--- config.mk ---
export PLATFORM = sky130hd
export DESIGN_NAME = mips_control_fsm
export DESIGN_NICKNAME = d
export VERILOG_FILES = /design/src/rtl/mips_pkg.sv /design/src/rtl/mips_opcode_decode.sv /design/src/rtl/mips_control_fsm.sv
export SDC_FILE = /design/constraint.sdc
export NUM_CORES = 1
export LEC_CHECK = 0
export CORE_MARGIN = 2
export CORE_UTILIZATION = 33
export DETAILED_ROUTE_END_ITERATION = 8
export GPL_TIMING_DRIVEN = 0
export PLACE_DENSITY = 0.73
export SLEW_MARGIN = 20
export SYNTH_ARGS = -nofsm -noshare
export SYNTH_HDL_FRONTEND = slang
export SYNTH_SLANG_ARGS = --single-unit
--- constraint.sdc ---
create_clock -name clk -period 1.75 [get_ports clk]
set_input_delay 0.35 -clock clk [delete_from_list [all_inputs] [get_ports clk]]
set_output_delay 0.35 -clock clk [all_outputs]
set_load 0.01 [all_outputs]
--- src/rtl/mips_pkg.sv ---
// mips_pkg: encodings shared by the MIPS multi-cycle control FSM and the ALU control decoder.
package mips_pkg;
    localparam logic [2:0] S_IDLE   = 3'd0;
    localparam logic [2:0] S_FETCH  = 3'd1;
    localparam logic [2:0] S_DECODE = 3'd2;
    localparam logic [2:0] S_EXEC   = 3'd3;
    localparam logic [2:0] S_MEM    = 3'd4;
    localparam logic [2:0] S_WB     = 3'd5;
    localparam logic [2:0] S_HALT   = 3'd6;

    localparam logic [5:0] OP_RTYPE  = 6'b000000;
    localparam logic [5:0] OP_REGIMM = 6'b000001;
    localparam logic [5:0] OP_J      = 6'b000010;
    localparam logic [5:0] OP_JAL    = 6'b000011;
    localparam logic [5:0] OP_BEQ    = 6'b000100;
    localparam logic [5:0] OP_BNE    = 6'b000101;
    localparam logic [5:0] OP_BLEZ   = 6'b000110;
    localparam logic [5:0] OP_BGTZ   = 6'b000111;
    localparam logic [5:0] OP_ADDIU  = 6'b001001;
    localparam logic [5:0] OP_SLTIU  = 6'b001011;
    localparam logic [5:0] OP_ANDI   = 6'b001100;
    localparam logic [5:0] OP_ORI    = 6'b001101;
    localparam logic [5:0] OP_XORI   = 6'b001110;
    localparam logic [5:0] OP_LUI    = 6'b001111;
    localparam logic [5:0] OP_LW     = 6'b100011;
    localparam logic [5:0] OP_SW     = 6'b101011;

    localparam logic [3:0] ALUOP_ADD    = 4'b0000;
    localparam logic [3:0] ALUOP_SUB    = 4'b0001;
    localparam logic [3:0] ALUOP_RTYPE  = 4'b0010;
    localparam logic [3:0] ALUOP_ADDU   = 4'b0011;
    localparam logic [3:0] ALUOP_AND    = 4'b0100;
    localparam logic [3:0] ALUOP_OR     = 4'b0101;
    localparam logic [3:0] ALUOP_XOR    = 4'b0110;
    localparam logic [3:0] ALUOP_SLTU   = 4'b0111;
    localparam logic [3:0] ALUOP_BNE    = 4'b1000;
    localparam logic [3:0] ALUOP_BGTZ   = 4'b1001;
    localparam logic [3:0] ALUOP_BLEZ   = 4'b1010;
    localparam logic [3:0] ALUOP_REGIMM = 4'b1011;

    typedef struct packed {
        logic [3:0] alu_op;
        logic       is_load;
        logic       is_store;
        logic       is_branch;
        logic       is_jump;
        logic       is_link;
        logic       legal;
    } dec_t;
endpackage

--- src/rtl/mips_opcode_decode.sv ---
// mips_opcode_decode: combinational opcode classification and ALU operation class.
module mips_opcode_decode
    import mips_pkg::*;
(
    input  logic [5:0] opcode_i,
    output dec_t       dec_o
);
    always_comb begin
        dec_o       = '0;
        dec_o.legal = 1'b1;
        case (opcode_i)
            OP_RTYPE:  dec_o.alu_op = ALUOP_RTYPE;
            OP_LW:     dec_o.is_load = 1'b1;
            OP_SW:     dec_o.is_store = 1'b1;
            OP_ADDIU:  dec_o.alu_op = ALUOP_ADDU;
            OP_ANDI:   dec_o.alu_op = ALUOP_AND;
            OP_ORI:    dec_o.alu_op = ALUOP_OR;
            OP_XORI:   dec_o.alu_op = ALUOP_XOR;
            OP_SLTIU:  dec_o.alu_op = ALUOP_SLTU;
            OP_BEQ:    begin dec_o.alu_op = ALUOP_SUB;    dec_o.is_branch = 1'b1; end
            OP_BNE:    begin dec_o.alu_op = ALUOP_BNE;    dec_o.is_branch = 1'b1; end
            OP_BGTZ:   begin dec_o.alu_op = ALUOP_BGTZ;   dec_o.is_branch = 1'b1; end
            OP_BLEZ:   begin dec_o.alu_op = ALUOP_BLEZ;   dec_o.is_branch = 1'b1; end
            OP_REGIMM: begin dec_o.alu_op = ALUOP_REGIMM; dec_o.is_branch = 1'b1; end
            OP_J:      dec_o.is_jump = 1'b1;
            OP_JAL:    begin dec_o.is_jump = 1'b1; dec_o.is_link = 1'b1; end
            OP_LUI:    dec_o.alu_op = ALUOP_ADD;
            default:   dec_o.legal = 1'b0;
        endcase
    end
endmodule

--- src/rtl/mips_control_fsm.sv ---
// mips_control_fsm: multi-cycle MIPS main control; sequences FETCH..WB and drives datapath strobes.
module mips_control_fsm
    import mips_pkg::*;
(
    input  logic       clk,
    input  logic       rst_n,
    input  logic [5:0] opcode,
    input  logic       pc_is_zero,
    input  logic       mem_waitrequest,
    output logic       mem_read,
    output logic       mem_write,
    output logic       ir_write,
    output logic       pc_write,
    output logic       pc_write_cond,
    output logic       reg_write,
    output logic       mem_to_reg,
    output logic [3:0] alu_op,
    output logic [2:0] state,
    output logic       active,
    output logic       illegal_instr
);
    logic [2:0] state_q, state_d;
    dec_t       dec;

    mips_opcode_decode u_dec (.opcode_i(opcode), .dec_o(dec));

    always_ff @(posedge clk or negedge rst_n) begin
        if (!rst_n) state_q <= S_IDLE;
        else        state_q <= state_d;
    end

    always_comb begin
        state_d       = state_q;
        mem_read      = 1'b0;
        mem_write     = 1'b0;
        ir_write      = 1'b0;
        pc_write      = 1'b0;
        pc_write_cond = 1'b0;
        reg_write     = 1'b0;
        mem_to_reg    = 1'b0;
        alu_op        = ALUOP_ADD;
        illegal_instr = 1'b0;
        case (state_q)
            S_IDLE:   state_d = S_FETCH;
            S_FETCH: begin
                if (pc_is_zero) state_d = S_HALT;
                else begin
                    mem_read = 1'b1;
                    ir_write = !mem_waitrequest;
                    pc_write = !mem_waitrequest;
                    state_d  = mem_waitrequest ? S_FETCH : S_DECODE;
                end
            end
            S_DECODE: begin
                illegal_instr = !dec.legal;
                state_d       = dec.legal ? S_EXEC : S_FETCH;
            end
            S_EXEC: begin
                alu_op        = dec.alu_op;
                pc_write_cond = dec.is_branch;
                pc_write      = dec.is_jump;
                // jal still needs WB to write the link register
                state_d = (dec.is_load || dec.is_store) ? S_MEM :
                          (dec.is_branch || (dec.is_jump && !dec.is_link)) ? S_FETCH : S_WB;
            end
            S_MEM: begin
                mem_read  = dec.is_load;
                mem_write = dec.is_store;
                if (!mem_waitrequest) state_d = dec.is_load ? S_WB : S_FETCH;
            end
            S_WB: begin
                reg_write  = 1'b1;
                mem_to_reg = dec.is_load;
                state_d    = S_FETCH;
            end
            default: state_d = state_q;
        endcase
    end

    assign state  = state_q;
    assign active = state_q != S_HALT;
endmodule
==> results <==
==> Yosys cell counts <==
| cell type | n | area share |
|---|---|---|
| o21bai_1 | 1 | 0.016 |
| or2_0 | 1 | 0.013 |
| o31a_1 | 1 | 0.018 |
| o2111ai_1 | 1 | 0.018 |
| nand2b_1 | 3 | 0.039 |
| nor3b_1 | 1 | 0.016 |
| nand4b_1 | 1 | 0.018 |
| clkbuf_1 | 3 | 0.024 |
| xnor2_1 | 1 | 0.018 |
| a21oi_1 | 5 | 0.052 |
| and3b_1 | 1 | 0.018 |
| o31ai_1 | 1 | 0.016 |
| buf_2 | 2 | 0.021 |
| nor2_1 | 7 | 0.055 |
| nor3_1 | 2 | 0.021 |
| dfrtp_1 | 3 | 0.16 |
| nor4b_1 | 1 | 0.018 |
| or4_4 | 1 | 0.024 |
| nor4_1 | 1 | 0.013 |
| a211oi_1 | 1 | 0.016 |
| buf_6 | 1 | 0.024 |
| a31oi_1 | 1 | 0.013 |
| and4b_1 | 2 | 0.042 |
| nor2b_1 | 4 | 0.052 |
| inv_1 | 3 | 0.024 |
| o22ai_1 | 1 | 0.013 |
| buf_4 | 1 | 0.016 |
| o221ai_1 | 1 | 0.018 |
| xor2_1 | 3 | 0.055 |
| nand3_1 | 1 | 0.010 |
| o21ai_0 | 3 | 0.031 |
| and2b_1 | 1 | 0.016 |
| nand2_1 | 10 | 0.079 |
| or4_1 | 1 | 0.016 |
==> final timing paths <==
path	depth (start not counted)	start	slack (ps)	end
min reg2reg	3	state[2]	700	state[0]
min in group clk	3	opcode[2]	600	state[2]
min	1	rst_n	300	state[1]
max in group asynchronous	1	rst_n	1290	state[2]
max	4	state[2]	-340	pc_write
max reg2reg	3	state[2]	410	state[2]
==> critical path, delay by kind of cell (launching register included) <==
family | cells | cell delay (ps)
AND/OR/NAND/NOR | 2 | 800
buffers and inverters | 1 | 150
flip-flops | 1 | 430
AO/OA/AOI/OAI | 1 | 140
==> layout make-up <==
cell class	instances	area, sq um	area share
Timing Repair Buffer	38	307	0.329
Sequential cell	3	76.3	0.0820
Clock buffer	4	26.3	0.0282
Tap cell	15	18.8	0.0202
Multi-Input combinational cell	58	442	0.474
Buffer	5	50.0	0.0538
Inverter	3	11.3	0.0121
==> stage by stage <==
step	area (sq um)	worst slack, ps	hold slack [ps]
global route	931	-397	313
global placement	721	-960	539
floorplan	482	-76.1	54.4
finish	931	-338	301
detailed placement	721	-972	541
CTS	878	-413	300
==> cells by family after synthesis <==
kind of cell / after synthesis
buffers and inverters: 10
AOI/OAI and AO/OA: 16
xor gates and xnor gates: 4
and+or+nand+nor: 38
DFF: 3
==> repair_timing <==
item / CTS / global route
cloned: 0 / 0
pin swaps: 4 / 5
resized for setup: 74 / 13
setup endpoints to repair: 13 / 9
buffers inserted: 9 / 7
==> layer usage <==
layer | wire, um | global-route usage | vias to the layer above | part of all wire
met5 | 0 | 0 | - | 0
met2 | 810 | 0.328 | 31 | 0.49
li1 | - | - | 332 | -
met1 | 731 | 0.237 | 310 | 0.45
met3 | 95 | 0.0172 | 0 | 0.058
met4 | 0 | 0.0188 | 0 | 0
==> power by group through the flow <==
stage               sequential, mW  clock [mW]  combinational, mW
floorplan                    0.144           0              0.329
global placement             0.127           0              0.556
detailed placement           0.128           0              0.560
CTS                          0.129       0.121              0.753
global route                 0.159       0.129              0.904
finish                       0.154       0.117              0.850
==> impl_metrics.csv <==
group,metric,value,unit
run_status,status,"complete, but fails checks",
run_status,violations,"setup timing",
floorplanning,io-pin-count,26,
synth,synthAdderAreaFrac,0,
critical_path,worstSetupStartpointType,"flop",
power_and_ir_drop,p_switching,444,uW
cells_and_area,fin_cells,126,
cells_and_area,mostFrequentLayoutCell,"buf_4",
synth,muxShareOfSynthArea,0,
clock_network,cts_hold_buf,0,
synth,yosysWarnings,0,
sta,setup_ws,-338,ps
synth,syn_inst,71,
floorplanning,dieHeight,42.1,um
grt,grt_pass1_wl,2.62,mm
grt,grt_max_degree,11,
sta,setup_tns,-1600,ps
synth,synth-seq-area-share,0.157,
cells_and_area,fin_nets,122,
floorplanning,core,0.00133,sq mm
clock_network,clk_path_buf_depth,2,
sta,rsz0062_at_grt,"yes",
cells_and_area,syn2layout_area_growth,94.8,%
route,final_antenna_net_count,0,
cells_and_area,largest_register_ffs,3,
placement,io_buffers,22,
critical_path,end_kind,"primary output",
critical_path,critPathArrivalTime,1740,ps
cells_and_area,drive_above_1_share,0.495,
power_and_ir_drop,pwr-share-comb,0.759,
cells_and_area,fin_util,0.698,
power_and_ir_drop,p_seq_frac,0.137,
synth,synth_cell_types,34,
floorplanning,die_w,42.1,um
floorplanning,initial_utilization,0.358,
synth,synth-xor-area-share,0.0733,
sta,period_minus_slack,2090,ps
cells_and_area,final_cell_mix,"15 x buf_4, 10 x buf_2, 9 x nand2_1",
clock_network,cts_root_buf,"clkbuf_4",
synth,synth_fp_nets,81,
clock_network,cts_tree,"built",
power_and_ir_drop,vdd_ir_drop_max,0.000570,V
worst_hold_path,hold_class,"primary input to asynchronous set/reset pin",
synth,synth_top_family_by_area,"simple AND/OR/NAND/NOR gates",
critical_path,worstPathRequired,1400,ps
sta,tightest_slew,238,ps
critical_path,cp_slowest_cell,"or4_4",
clock_network,h-tree-depth,1,
sta,min_period_over_period,1.19,
route,drt_pass1_iterations,7,
sta,fmax,0.479,GHz
sta,hold_violations,0,
grt,antenna_found_initial,0,
sta,max-slew-margin-rel,0.840,
clock_network,path_clk_slew,40,ps
power_and_ir_drop,p_int,676,uW
critical_path,worstPathCellList,"or4_4 -> or2_0 -> o21bai_1 -> buf_2",
power_and_ir_drop,power,1.12,mW
route,drtIter0Drc,22,
critical_path,crit_fanout,5,
route,wirelength,1.64,mm
grt,grtUsageTotal,0.180,
power_and_ir_drop,p_leak,0.427,nW
cells_and_area,antenna_cells,0,
placement,dp.cells,108,
placement,hpwl,953,um
power_and_ir_drop,powerDensity,1200,mW/mm^2
floorplanning,rows,13,
critical_path,crit_path_max_incr_delay,580,ps
synth,synth_compound_area_frac,0.212,
floorplanning,die_area,0.00177,sq mm
cells_and_area,n_fill_cell,126,
clock_network,cts-buffers-inserted,3,
sta,finalSetupViolations,7,
route,drcViolationCount,0,
grt,grt_overflow,0,
clock_network,clock_latency,230,ps
grt,grt_pass1_vias,594,
power_and_ir_drop,switching_share,0.396,
route,vias_per_cell,5.34,
power_and_ir_drop,power_frac_clock,0.104,
placement,globalplace.congestion,0.793,
route,via_count,673,
critical_path,crit_type,"flop to primary output",
synth,synth_seq_cells,3,
synth,synth.avg_cell_area,6.73,sq um
synth,synthSimpleGateAreaFrac,0.450,
synth,synth.cell_area,478,sq um
sta,slew_viol_final,0,
flow_run,maxCapViolCount,0,
route,wl_per_cell,13.0,um
clock_network,clock-sinks,3,
sta,clock_skew,4.62,ps
Power figures use the tool's default switching activity.
